`config.mk`:
```
export PLATFORM = sky130hd
export DESIGN_NAME = vga_timing_gen_flat
export DESIGN_NICKNAME = d
export VERILOG_FILES = /design/src/rtl/vga_pkg.sv /design/src/rtl/vga_timing_gen_if.sv /design/src/rtl/pix_clk_en.sv /design/src/rtl/vga_timing_gen.sv /design/src/flat_wrapper.sv
export SDC_FILE = /design/constraint.sdc
export NUM_CORES = 1
export LEC_CHECK = 0
export BUFFER_PORTS_ARGS = -buffer_cell sky130_fd_sc_hd__buf_2
export CAP_MARGIN = 20
export CORE_MARGIN = 3
export CORE_UTILIZATION = 51
export DETAILED_ROUTE_END_ITERATION = 6
export PLACE_DENSITY_LB_ADDON = 0.25
export SYNTH_ARGS = -nofsm -noshare
export SYNTH_HDL_FRONTEND = slang
export SYNTH_HIERARCHICAL = 1
export SYNTH_SLANG_ARGS = --single-unit
```
`constraint.sdc`:
```
create_clock -name clk -period 2.3 [get_ports clk]
set_clock_uncertainty 0.1 [all_clocks]
set_input_delay 0.115 -clock clk [delete_from_list [all_inputs] [get_ports clk]]
set_output_delay 0.115 -clock clk [all_outputs]
set_load 0.05 [all_outputs]
```
`src/rtl/vga_pkg.sv`:
```
// Purpose : shared 640x480@60 VGA timing constants and small decode helpers.
// Contents: default porch/sync widths, derived totals, sync window bounds, counter type.
// Latency/backpressure: n/a (constants only); pixel generators should use these, not literals.
package vga_pkg;

  localparam int CNT_W = 11;
  typedef logic [CNT_W-1:0] cnt_t;

  localparam int CLK_DIV  = 2;

  localparam int H_ACTIVE = 640;
  localparam int H_FP     = 16;
  localparam int H_SYNC   = 96;
  localparam int H_BP     = 48;
  localparam int H_TOTAL  = H_ACTIVE + H_FP + H_SYNC + H_BP;

  localparam int V_ACTIVE = 480;
  localparam int V_FP     = 10;
  localparam int V_SYNC   = 2;
  localparam int V_BP     = 33;
  localparam int V_TOTAL  = V_ACTIVE + V_FP + V_SYNC + V_BP;

  localparam int H_SYNC_START = H_ACTIVE + H_FP;
  localparam int H_SYNC_END   = H_SYNC_START + H_SYNC;
  localparam int V_SYNC_START = V_ACTIVE + V_FP;
  localparam int V_SYNC_END   = V_SYNC_START + V_SYNC;

  // Half-open window test used by the sync decoders: lo <= x < hi.
  function automatic logic in_window(cnt_t x, cnt_t lo, cnt_t hi);
    return (x >= lo) && (x < hi);
  endfunction

endpackage

```
`src/rtl/vga_timing_gen_if.sv`:
```
// Purpose : raster timing bundle driven by vga_timing_gen, consumed by pixel generators.
// Ports   : pix_en strobe, hcount/vcount position, blank, hsync/vsync (active low), frame_start.
// Latency/backpressure: all fields registered at the source; no backpressure, consumers just sample.
interface vga_timing_gen_if;
  import vga_pkg::*;

  logic pix_en;
  cnt_t hcount;
  cnt_t vcount;
  logic blank;
  logic hsync;
  logic vsync;
  logic frame_start;

  modport master (output pix_en, hcount, vcount, blank, hsync, vsync, frame_start);
  modport slave  (input  pix_en, hcount, vcount, blank, hsync, vsync, frame_start);

endinterface

```
`src/rtl/pix_clk_en.sv`:
```
// Purpose : pixel-rate clock enable, one clk high every CLK_DIV board clocks.
// Ports   : clk, rst_n (async active low) in; pix_en out (registered).
// Latency/backpressure: first strobe CLK_DIV clks after reset release; free-running, no backpressure.
module pix_clk_en #(
  parameter int CLK_DIV = 2
) (
  input  logic clk,
  input  logic rst_n,
  output logic pix_en
);

  localparam int DW = (CLK_DIV > 1) ? $clog2(CLK_DIV) : 1;
  localparam logic [DW-1:0] DIV_LAST = DW'(CLK_DIV - 1);

  logic [DW-1:0] div;

  // With CLK_DIV = 1 the divider sits at 0 == DIV_LAST, so pix_en stays high.
  always_ff @(posedge clk or negedge rst_n) begin
    if (!rst_n) begin
      div    <= '0;
      pix_en <= 1'b0;
    end else begin
      pix_en <= (div == DIV_LAST);
      div    <= (div == DIV_LAST) ? '0 : div + 1'b1;
    end
  end

endmodule

```
`src/rtl/vga_timing_gen.sv`:
```
// Purpose : VGA raster timing generator (hcount/vcount, blank, hsync/vsync, frame_start) on one clock.
// Ports   : clk, rst_n (async active low); vga (vga_timing_gen_if.master) carries all outputs.
// Latency/backpressure: decode registered on the same edge as the counters (zero skew); no backpressure.
module vga_timing_gen #(
  parameter int CLK_DIV  = vga_pkg::CLK_DIV,
  parameter int H_ACTIVE = vga_pkg::H_ACTIVE,
  parameter int H_FP     = vga_pkg::H_FP,
  parameter int H_SYNC   = vga_pkg::H_SYNC,
  parameter int H_BP     = vga_pkg::H_BP,
  parameter int V_ACTIVE = vga_pkg::V_ACTIVE,
  parameter int V_FP     = vga_pkg::V_FP,
  parameter int V_SYNC   = vga_pkg::V_SYNC,
  parameter int V_BP     = vga_pkg::V_BP
) (
  input  logic             clk,
  input  logic             rst_n,
  vga_timing_gen_if.master vga
);

  localparam vga_pkg::cnt_t H_LAST   = vga_pkg::cnt_t'(H_ACTIVE + H_FP + H_SYNC + H_BP - 1);
  localparam vga_pkg::cnt_t V_LAST   = vga_pkg::cnt_t'(V_ACTIVE + V_FP + V_SYNC + V_BP - 1);
  localparam vga_pkg::cnt_t H_ACT    = vga_pkg::cnt_t'(H_ACTIVE);
  localparam vga_pkg::cnt_t V_ACT    = vga_pkg::cnt_t'(V_ACTIVE);
  localparam vga_pkg::cnt_t HS_START = vga_pkg::cnt_t'(H_ACTIVE + H_FP);
  localparam vga_pkg::cnt_t HS_END   = vga_pkg::cnt_t'(H_ACTIVE + H_FP + H_SYNC);
  localparam vga_pkg::cnt_t VS_START = vga_pkg::cnt_t'(V_ACTIVE + V_FP);
  localparam vga_pkg::cnt_t VS_END   = vga_pkg::cnt_t'(V_ACTIVE + V_FP + V_SYNC);

  logic          pix_en;
  vga_pkg::cnt_t hcnt, vcnt;
  vga_pkg::cnt_t h_nxt, v_nxt;
  logic          wrap_frame;
  logic          blank_q, hsync_q, vsync_q, fstart_q;

  pix_clk_en #(.CLK_DIV(CLK_DIV)) u_pix_clk_en (
    .clk    (clk),
    .rst_n  (rst_n),
    .pix_en (pix_en)
  );

  assign wrap_frame = (hcnt == H_LAST) && (vcnt == V_LAST);

  always_comb begin
    h_nxt = hcnt;
    v_nxt = vcnt;
    if (hcnt == H_LAST) begin
      h_nxt = '0;
      v_nxt = (vcnt == V_LAST) ? '0 : vcnt + 1'b1;
    end else begin
      h_nxt = hcnt + 1'b1;
    end
  end

  // Decode looks at the post-increment position so the flags land on the
  // same edge as the counters they describe.
  always_ff @(posedge clk or negedge rst_n) begin
    if (!rst_n) begin
      hcnt     <= '0;
      vcnt     <= '0;
      blank_q  <= 1'b0;
      hsync_q  <= 1'b1;
      vsync_q  <= 1'b1;
      fstart_q <= 1'b0;
    end else begin
      fstart_q <= pix_en && wrap_frame;
      if (pix_en) begin
        hcnt    <= h_nxt;
        vcnt    <= v_nxt;
        blank_q <= (h_nxt >= H_ACT) || (v_nxt >= V_ACT);
        hsync_q <= !vga_pkg::in_window(h_nxt, HS_START, HS_END);
        vsync_q <= !vga_pkg::in_window(v_nxt, VS_START, VS_END);
      end
    end
  end

  assign vga.pix_en      = pix_en;
  assign vga.hcount      = hcnt;
  assign vga.vcount      = vcnt;
  assign vga.blank       = blank_q;
  assign vga.hsync       = hsync_q;
  assign vga.vsync       = vsync_q;
  assign vga.frame_start = fstart_q;

endmodule

```
`src/flat_wrapper.sv`:
```
// flat-port wrapper written by rule: the top's interface ports become plain ports
module vga_timing_gen_flat 
#(
  parameter int CLK_DIV  = vga_pkg::CLK_DIV,
  parameter int H_ACTIVE = vga_pkg::H_ACTIVE,
  parameter int H_FP     = vga_pkg::H_FP,
  parameter int H_SYNC   = vga_pkg::H_SYNC,
  parameter int H_BP     = vga_pkg::H_BP,
  parameter int V_ACTIVE = vga_pkg::V_ACTIVE,
  parameter int V_FP     = vga_pkg::V_FP,
  parameter int V_SYNC   = vga_pkg::V_SYNC,
  parameter int V_BP     = vga_pkg::V_BP
)
  (clk, rst_n, vga_pix_en, vga_hcount, vga_vcount, vga_blank, vga_hsync, vga_vsync, vga_frame_start);
  vga_timing_gen_if vga_i ();
  input  logic clk;
  input  logic rst_n;
  output wire logic [$bits(vga_i.pix_en)-1:0] vga_pix_en;
  output wire logic [$bits(vga_i.hcount)-1:0] vga_hcount;
  output wire logic [$bits(vga_i.vcount)-1:0] vga_vcount;
  output wire logic [$bits(vga_i.blank)-1:0] vga_blank;
  output wire logic [$bits(vga_i.hsync)-1:0] vga_hsync;
  output wire logic [$bits(vga_i.vsync)-1:0] vga_vsync;
  output wire logic [$bits(vga_i.frame_start)-1:0] vga_frame_start;
  assign vga_pix_en = vga_i.pix_en;
  assign vga_hcount = vga_i.hcount;
  assign vga_vcount = vga_i.vcount;
  assign vga_blank = vga_i.blank;
  assign vga_hsync = vga_i.hsync;
  assign vga_vsync = vga_i.vsync;
  assign vga_frame_start = vga_i.frame_start;
  vga_timing_gen #(.CLK_DIV(CLK_DIV), .H_ACTIVE(H_ACTIVE), .H_FP(H_FP), .H_SYNC(H_SYNC), .H_BP(H_BP), .V_ACTIVE(V_ACTIVE), .V_FP(V_FP), .V_SYNC(V_SYNC), .V_BP(V_BP)) u_core (.clk(clk), .rst_n(rst_n), .vga(vga_i));
endmodule
```
==> results.tsv, run 1 <==
stage	metric	value	unit
outcome	outcome	finished, final reports clean	
placement	Port Buffers	28	
die	Cell Rows	21	
setup_path	WP depth	5	
timing	final hold violations	0	
placement	hpwl dp	3340	um
route	drt pass-1 iters	4	
die	Initial Util	0.534	
route	residual DRC count	0	
route	vias per std cell	5.98	
cells_and_area	nets@finish	256	
setup_path	most used cell, CP	or3_1	
die	Die Ht	65.6	um
global_routing	largest net degree at the start of global routing	29	
pwr	pwr dens	343	nW/um2
cells_and_area	area delta synth->final	20.3	%
timing	hold_ws	0.214	ns
setup_path	CP arrival	2.42	ns
setup_path	Critical Setup Path Class	reg -> reg	
synthesis	Avg Synthesized Cell Area	8.57	um2
global_routing	number of global-route vias before repair	1609	
timing	Tcrit/Tclk final	0.983	
route	drt wl/cell	15.9	um
hold_path	Hold Path Class	in -> async	
synthesis	predominant post-synthesis flop cell	dfrtp_1	
setup_path	delay-heaviest family, CP	simple AND/OR/NAND/NOR gates	
timing	RSZ-0062 raised after global routing	true	
route	ANT nets after route	0	
cells_and_area	Inserted Diodes	0	
pwr	Worst VDD drop	357	uV
timing	final setup violation count	0	
setup_path	WP buf/inv	0	
global_routing	first-pass GRT wire length	7910	um
setup_path	crit end category	flip-flop	
clock_network	TritonCTS clock tree	done	
clock_network	CTS clock-pin slew for the worst setup and hold paths	0.15	ns
die	I/O Pins	29	
placement	dpl cells	290	
route	via count	1771	
cells_and_area	Fillers	310	
cells_and_area	Finished Layout Cells	296	
die	core box area	3390	um2
setup_path	CP Max Fanout	5	
cells_and_area	fin util	0.642	
synthesis	Mapped Area	1810	um2
cells_and_area	share of cells above drive strength 1	0.264	
setup_path	slowest cell on the critical path	or4b_4	
global_routing	initial antenna violation count	0	
synthesis	warnings from Yosys	6	
setup_path	FF-to-FF path depth	5	
route	DR iter-0 viols	137	
route	final wirelength	4720	um
global_routing	gr ovfl total	0	
clock_network	CTS max path bufs	2	
clock_network	clk sink count	28	
timing	Slew headroom	0.578	
timing	Post-Route Setup TNS	0	ns
clock_network	cts bufs inserted	3	
timing	min cycle time layout	2.26	ns
synthesis	post-synthesis cell count	211	
clock_network	H-tree depth	1	
run	max cap viols	0	
setup_path	Critical Path, Cell by Cell	or4b_4 > or3_1 > or3_1 > a31oi_2 > a41oi_2	
synthesis	async set or reset register ratio after synthesis	1.00	
setup_path	nature of the critical path startpoint	flip-flop	
timing	fmax	442	MHz
die	full die area	4300	um2
synthesis	sequential area share after synthesis	0.389	
clock_network	clk_lat worst skew	0.33	ns
global_routing	gr usage total	0.234	
timing	Final Max Tran Viols	0	
clock_network	Root Driver	clkbuf_4	
pwr	Leak	0.000964	uW
setup_path	max incr delay on CP	0.58	ns
synthesis	Yosys reg bits	28	
synthesis	Post-synth EDFFs	0	
placement	routability congestion estimate	0.901	
timing	Worst-Margin Slew	0.633	ns
setup_path	CP Data Required Time	2.46	ns
die	chip width	65.6	um
synthesis	Synthesized Nets	216	
synthesis	number of distinct library cells after synthesis	49	
-- synth_stat cells, types with 3 or more instances --
| cell | count | share of area |
|---|---|---|
| dfrtp_1 | 26 | 0.36 |
| nand2_1 | 25 | 0.052 |
| nor2_1 | 15 | 0.031 |
| o21ai_0 | 14 | 0.039 |
| clkbuf_1 | 10 | 0.021 |
| nand3_1 | 9 | 0.025 |
| and3_1 | 8 | 0.028 |
| inv_1 | 8 | 0.017 |
| nand4_1 | 8 | 0.028 |
| o31ai_1 | 8 | 0.033 |
| a31oi_1 | 7 | 0.024 |
| xnor2_1 | 7 | 0.034 |
| a21oi_1 | 6 | 0.017 |
| mux2i_1 | 4 | 0.022 |
| nor3_1 | 4 | 0.011 |
| and2_1 | 3 | 0.010 |
| ha_1 | 3 | 0.021 |
| o41ai_1 | 3 | 0.015 |
| or3_1 | 3 | 0.010 |
| xor2_1 | 3 | 0.015 |
-- sequential cells by signal, summed over array words and instances, names as in the netlist --
register,cells
u_core/u_pix_clk_en/pix_en,1
u_core/vga.vcount,11
u_core/vga.vsync,1
u_core/vga.hsync,1
u_core/vga.blank,1
u_core/vga.frame_start,1
u_core/vga.hcount,11
u_core/u_pix_clk_en/div,1
-- power breakdown --
part / internal [uW] / total, uW / switching, uW
logic: 1.70 / 11.2 / 9.47
registers: 493 / 493 / 0
clock network: 97.0 / 242 / 144
-- worst paths after layout --
path                                    startpoint                          to  slack (ns)
max                           u_core/vga.hcount[5]            u_core/vga.vsync        0.04
min                                          rst_n       u_core/vga.vcount[10]        0.21
max reg2reg                   u_core/vga.hcount[5]            u_core/vga.vsync        0.04
min reg2reg                u_core/u_pix_clk_en/div  u_core/u_pix_clk_en/pix_en        0.30
max in group asynchronous                    rst_n        u_core/vga.hcount[7]        1.44
min in group clk           u_core/u_pix_clk_en/div  u_core/u_pix_clk_en/pix_en        0.30
-- cells in the final DEF (no fill, tap or decap), types with 7 or more instances in the layout --
master | netlist | routed
o21ai_0 | 14 | 14
inv_1 | 8 | 8
xnor2_1 | 7 | 7
nand2_1 | 25 | 25
o31ai_1 | 8 | 8
dfrtp_1 | 26 | 22
and3_1 | 8 | 8
nand3_1 | 9 | 9
nand4_1 | 8 | 8
buf_2 | 1 | 28
buf_4 | 0 | 20
nor2_1 | 15 | 15
-- area by class of cell --
class,count,area (um2),share of cell area
multi-input cells,161,1040,0.480
flip-flops and latches,28,708,0.325
repair buffers,49,300,0.138
well taps,46,57.6,0.0265
clock buffers,4,36.3,0.0167
inverters,8,30.0,0.0138
-- logic make-up (layout without fill, tap and decap cells) --
kind of cell / after synthesis / in the layout / share of synthesized area
AOI/OAI and AO/OA: 54 / 54 / 0.201
xor gates and xnor gates: 10 / 10 / 0.0484
adders and majority gates: 3 / 3 / 0.0207
DFF: 28 / 28 / 0.389
and+or+nand+nor: 88 / 88 / 0.257
muxes: 6 / 6 / 0.0346
buffers and inverters: 22 / 61 / 0.0505
-- per-layer routing --
layer	wire length [um]	up-vias	part of all wire	track usage
met4	59	0	0.013	0.0570
li1	-	861	-	-
met5	0	-	0	0
met1	2130	833	0.45	0.311
met2	2270	66	0.48	0.381
met3	254	11	0.054	0.0581
-- repair_timing --
| action | CTS | global route |
|---|---|---|
| setup buffers | 0 | 1 |
| pin swaps | 0 | 2 |
| hold buffers | 1 | 0 |
| endpoints found under the setup margin | 1 | 3 |
| endpoints found under the hold margin | 26 | 0 |
| resized for setup | 2 | 3 |
| cloned | 0 | 0 |
-- metrics by stage --
stage / area, um2 / setup slack, ns / power, uW
5_1_grt: 2180 / -0.0497 / 775
2_1_floorplan: 1820 / -0.209 / 502
3_3_place_gp: 2090 / 0.0461 / 512
6_report: 2180 / 0.0394 / 745
4_1_cts: 2150 / 0.0631 / 757
3_5_place_dp: 2090 / -0.0382 / 512
Power figures use the tool's default switching activity.
==> run 2: changes to the inputs <==
- CORE_MARGIN: 3 -> unset
- TNS_END_PERCENT: unset -> 50
==> results.tsv, run 2 (synthesis gave the netlist of run 1 again) <==
stage	metric	value	unit
clock_network	CTS clock-pin slew for the worst setup and hold paths	0.16	ns
setup_path	max incr delay on CP	0.54	ns
die	chip width	61.6	um
setup_path	CP Data Required Time	2.46	ns
global_routing	first-pass GRT wire length	6900	um
cells_and_area	Inserted Diodes	0	
global_routing	gr usage total	0.242	
placement	hpwl dp	3170	um
global_routing	largest net degree at the start of global routing	29	
placement	routability congestion estimate	0.924	
timing	fmax	447	MHz
timing	Tcrit/Tclk final	0.973	
cells_and_area	most frequent cells in the layout	buf_2 (28), nand2_1 (25), buf_4 (22), dfrtp_1 (22), nor2_1 (15)	
route	residual DRC count	0	
die	I/O Pins	29	
timing	hold_ws	0.212	ns
pwr	Tot Pwr	748	uW
clock_network	clk_lat worst skew	0.33	ns
route	ANT nets after route	0	
pwr	Switching Fraction	0.210	
placement	Port Buffers	28	
setup_path	Reg-to-Reg Start	u_core/vga.hcount[7]	
timing	min cycle time layout	2.24	ns
cells_and_area	commonest non-fill, non-tap cell in the layout	buf_2	
global_routing	number of global-route vias before repair	1485	
setup_path	FF-to-FF path depth	7	
route	final wirelength	4530	um
clock_network	TritonCTS clock tree	done	
global_routing	gr ovfl total	0	
pwr	Combinational Power Share	0.015	
timing	Slew headroom	0.584	
setup_path	FF-to-FF setup slack	0.06	ns
clock_network	CTS max path bufs	2	
pwr	Leak	0.000970	uW
die	full die area	3790	um2
cells_and_area	nets@finish	258	
route	vias per std cell	5.96	
setup_path	reg2reg end	u_core/vga.vcount[10]	
route	drt wl/cell	15.2	um
clock_network	H-tree depth	1	
cells_and_area	Finished Layout Cells	298	
cells_and_area	area delta synth->final	20.8	%
pwr	pwr dens	342	nW/um2
die	Die Ht	61.6	um
pwr	register share of total power	0.658	
pwr	Clock power frac	0.327	
pwr	Worst VDD drop	206	uV
timing	final hold violations	0	
setup_path	CP Max Fanout	10	
timing	Final Max Tran Viols	0	
outcome	outcome	finished, final reports clean	
timing	final setup violation count	0	
timing	Worst-Margin Slew	0.625	ns
setup_path	nature of the critical path startpoint	flip-flop	
clock_network	Root Driver	clkbuf_4	
pwr	Sw Pwr	157	uW
setup_path	CP arrival	2.40	ns
die	Initial Util	0.538	
run	max cap viols	0	
route	via count	1777	
die	core box area	3360	um2
timing	RSZ-0062 raised after global routing	true	
setup_path	Critical Path, Cell by Cell	or4b_4 > buf_4 > nor3_1 > buf_4 > nand4_1 > or3b_1 > mux2i_1	
clock_network	clk sink count	28	
clock_network	cts bufs inserted	3	
cells_and_area	share of cells above drive strength 1	0.270	
hold_path	Hold Path Class	in -> async	
setup_path	Critical Setup Path Class	reg -> reg	
placement	dpl cells	290	
die	Cell Rows	21	
setup_path	slowest cell on the critical path	or4b_4	
global_routing	initial antenna violation count	0	
route	drt pass-1 iters	4	
setup_path	most used cell, CP	buf_4	
route	DR iter-0 viols	138	
setup_path	crit end category	flip-flop	
pwr	Int Power	591	uW
run 2: cell count changes in the layout (fill, tap and decap cells not counted):
cell	delta
buf_4	+2
a41oi_1	+1
a41oi_2	-1
ha_1	-1
ha_2	+1
run 2: routing by layer:
layer	track usage	wire length, um	vias up
met5	0	0	-
met4	0.0540	51	0
met2	0.407	2190	75
met1	0.333	2030	830
li1	-	-	864
met3	0.0294	256	8
run 2: cell type report:
class / count / area (um2)
clock buffer: 4 / 36.3
fill: 304 / 1180
inverter: 8 / 30.0
multi-input combinational: 161 / 1040
sequential: 28 / 708
tap: 46 / 57.6
timing repair buffer: 51 / 315
run 2: repair_timing:
action                                  4_1_cts  5_1_grt
hold buffers                                  1        0
hold endpoints to repair                     26        0
endpoints found under the setup margin        0        4
gates resized for setup                       0        5
buffers inserted                              0        3
run 2: worst max path at each step:
stage / cells after the start / slack (ns) / end / from
after floorplan: 7 / -0.21 / u_core/vga.blank / u_core/vga.hcount[7]
after global placement: 5 / 0.06 / u_core/vga.blank / u_core/vga.hcount[7]
after detailed placement: 5 / 0.05 / u_core/vga.blank / u_core/vga.hcount[7]
after CTS: 5 / 0.01 / u_core/vga.blank / u_core/vga.hcount[7]
after global routing: 7 / -0.03 / u_core/vga.vcount[10] / u_core/vga.hcount[7]
final: 7 / 0.06 / u_core/vga.vcount[10] / u_core/vga.hcount[7]
run 2: stage by stage:
step	area (um2)	setup WS, ns	setup TNS (ns)	utilization
global placement	2090	0.0622	0	0.622
global route	2190	-0.0251	-0.0545	0.650
floorplan	1820	-0.209	-0.964	-
detailed placement	2090	0.0460	0	0.622
CTS	2140	0.0122	0	0.636
finish	2190	0.0617	0	0.650
run 2: worst max-delay path, delay by kind of cell, from the launching register on:
family	cells	cell delay (ns)
buffers and inverters	2	0.35
flip-flops	1	0.43
multiplexers	1	0.12
AND/OR/NAND/NOR	4	1.17
run 2: power by group through the flow:
stage          clock, uW  combinational, uW  sequential, uW
5_1_grt              269               13.8             493
2_1_floorplan          0           0.000354             502
6_report             245               11.1             493
3_3_place_gp           0               10.8             502
3_5_place_dp           0               10.7             502
4_1_cts              251               12.0             493
==> run 3: changes to the inputs <==
- CORE_UTILIZATION: 51 -> 53
- clock period: 2.3 -> 2.1 ns (I/O delays scaled with it)
==> results.tsv, run 3 (synthesis gave the netlist of run 1 again) <==
stage	metric	value	unit
global_routing	number of global-route vias before repair	1629	
cells_and_area	most frequent cells in the layout	buf_4 (36), buf_2 (28), nand2_1 (23)	
global_routing	first-pass GRT wire length	7600	um
die	core box area	3150	um2
outcome	outcome	finished with violations	
clock_network	TritonCTS clock tree	done	
route	drt wl/cell	15.9	um
cells_and_area	commonest non-fill, non-tap cell in the layout	buf_4	
die	Cell Rows	20	
pwr	Switching Fraction	0.196	
die	Die Ht	60.4	um
placement	Port Buffers	28	
route	via count	1937	
setup_path	Critical Setup Path Class	reg -> reg	
pwr	Combinational Power Share	0.013	
die	chip width	60.4	um
run	max cap viols	0	
outcome	failing checks	negative setup slack	
timing	final setup violation count	8	
cells_and_area	fin util	0.762	
setup_path	Critical Path, Cell by Cell	or4b_4 > or3_4 > or3_4 > a31oi_4 > a41oi_2	
route	vias per std cell	6.17	
pwr	Leak	0.00110	uW
clock_network	CTS max path bufs	2	
clock_network	Root Driver	clkbuf_4	
setup_path	worst setup path start	u_core/vga.hcount[7]	
cells_and_area	FF+latch area	708	um2
global_routing	gr ovfl total	0	
timing	min cycle time layout	2.27	ns
route	ANT nets after route	0	
setup_path	slowest cell on the critical path	or4b_4	
setup_path	nature of the critical path startpoint	flip-flop	
timing	Slew headroom	0.604	
pwr	pwr dens	381	nW/um2
route	final wirelength	5000	um
placement	hpwl dp	3360	um
setup_path	Reg-to-Reg Start	u_core/vga.hcount[7]	
placement	post-place setup slack	-0.152	ns
placement	DP Area	2220	um2
route	DR iter-0 viols	119	
die	I/O Pins	29	
setup_path	crit end category	flip-flop	
setup_path	delay-heaviest family, CP	simple AND/OR/NAND/NOR gates	
timing	fmax	440	MHz
timing	Worst-Margin Slew	0.595	ns
die	Initial Util	0.574	
cells_and_area	footprint of the multi-input gates	1090	um2
timing	hold_ws	0.173	ns
timing	final hold violations	0	
setup_path	most used cell, CP	or3_4	
pwr	Clock power frac	0.397	
global_routing	largest net degree at the start of global routing	29	
cells_and_area	share of cells above drive strength 1	0.348	
global_routing	gr usage total	0.278	
global_routing	initial antenna violation count	0	
timing	RSZ-0062 raised after global routing	true	
clock_network	clk sink count	28	
cells_and_area	nets@finish	276	
route	residual DRC count	0	
clock_network	cts bufs inserted	3	
clock_network	clk_lat worst skew	0.34	ns
cells_and_area	area delta synth->final	32.8	%
timing	Tcrit/Tclk final	1.08	
setup_path	CP arrival	2.43	ns
clock_network	H-tree depth	1	
route	drt pass-1 iters	5	
pwr	Worst VDD drop	258	uV
setup_path	CP Data Required Time	2.26	ns
setup_path	WP buf/inv	0	
setup_path	max incr delay on CP	0.56	ns
pwr	Int Power	735	uW
placement	routability congestion estimate	0.974	
cells_and_area	fin area	2400	um2
die	full die area	3650	um2
pwr	Sw Pwr	180	uW
pwr	register share of total power	0.590	
setup_path	CP Max Fanout	3	
clock_network	CTS clock-pin slew for the worst setup and hold paths	0.16	ns
cells_and_area	Inserted Diodes	0	
timing	Final Max Tran Viols	0	
cells_and_area	Fillers	240	
timing	fin worst setup slack	-0.175	ns
hold_path	Hold Path Class	in -> async	
## run 3: through the flow
step	std cells	setup TNS (ns)	power [uW]
6_report	314	-0.694	914
5_1_grt	314	-1.78	940
4_1_cts	312	-0.295	924
3_5_place_dp	305	-0.701	561
3_3_place_gp	305	-0.560	561
2_1_floorplan	211	-3.39	550
## run 3: power by group through the flow
| stage | clock network, uW | logic [uW] | registers (uW) |
|---|---|---|---|
| CTS | 371 | 13.0 | 540 |
| floorplan | 0 | 0.000354 | 550 |
| detailed placement | 0 | 11.6 | 549 |
| global route | 385 | 14.5 | 540 |
| global placement | 0 | 11.5 | 549 |
| finish | 363 | 11.7 | 540 |
## run 3: routing by layer
metal	wire length, um	track usage	up-vias
met5	0	0	-
li1	-	-	899
met4	56	0.0877	0
met1	2280	0.434	917
met2	2220	0.405	112
met3	441	0.0256	9
## run 3: worst paths after layout
kind	to	slack, ns	cells after the start
min in group clk	u_core/u_pix_clk_en/pix_en	0.30	0
max in group asynchronous	u_core/vga.hcount[7]	1.30	2
max	u_core/vga.vsync	-0.17	5
min reg2reg	u_core/u_pix_clk_en/pix_en	0.30	0
max reg2reg	u_core/vga.vsync	-0.17	5
min	u_core/vga.hcount[10]	0.17	2
## run 3: final cells by class
class,count,share of cell area
clock inverters,1,0.0125
inverters,8,0.0125
repair buffers,69,0.194
multi-input cells,161,0.454
flip-flops and latches,28,0.295
well taps,44,0.0229
clock buffers,3,0.00938
## run 3: repair_timing
| action | in CTS | in global routing |
|---|---|---|
| pin swaps | 1 | 7 |
| cloned | 0 | 0 |
| resized for setup | 9 | 14 |
| setup endpoints to repair | 12 | 14 |
| hold buffers | 1 | 0 |
| endpoints found under the hold margin | 26 | 0 |
| buffers inserted | 2 | 2 |
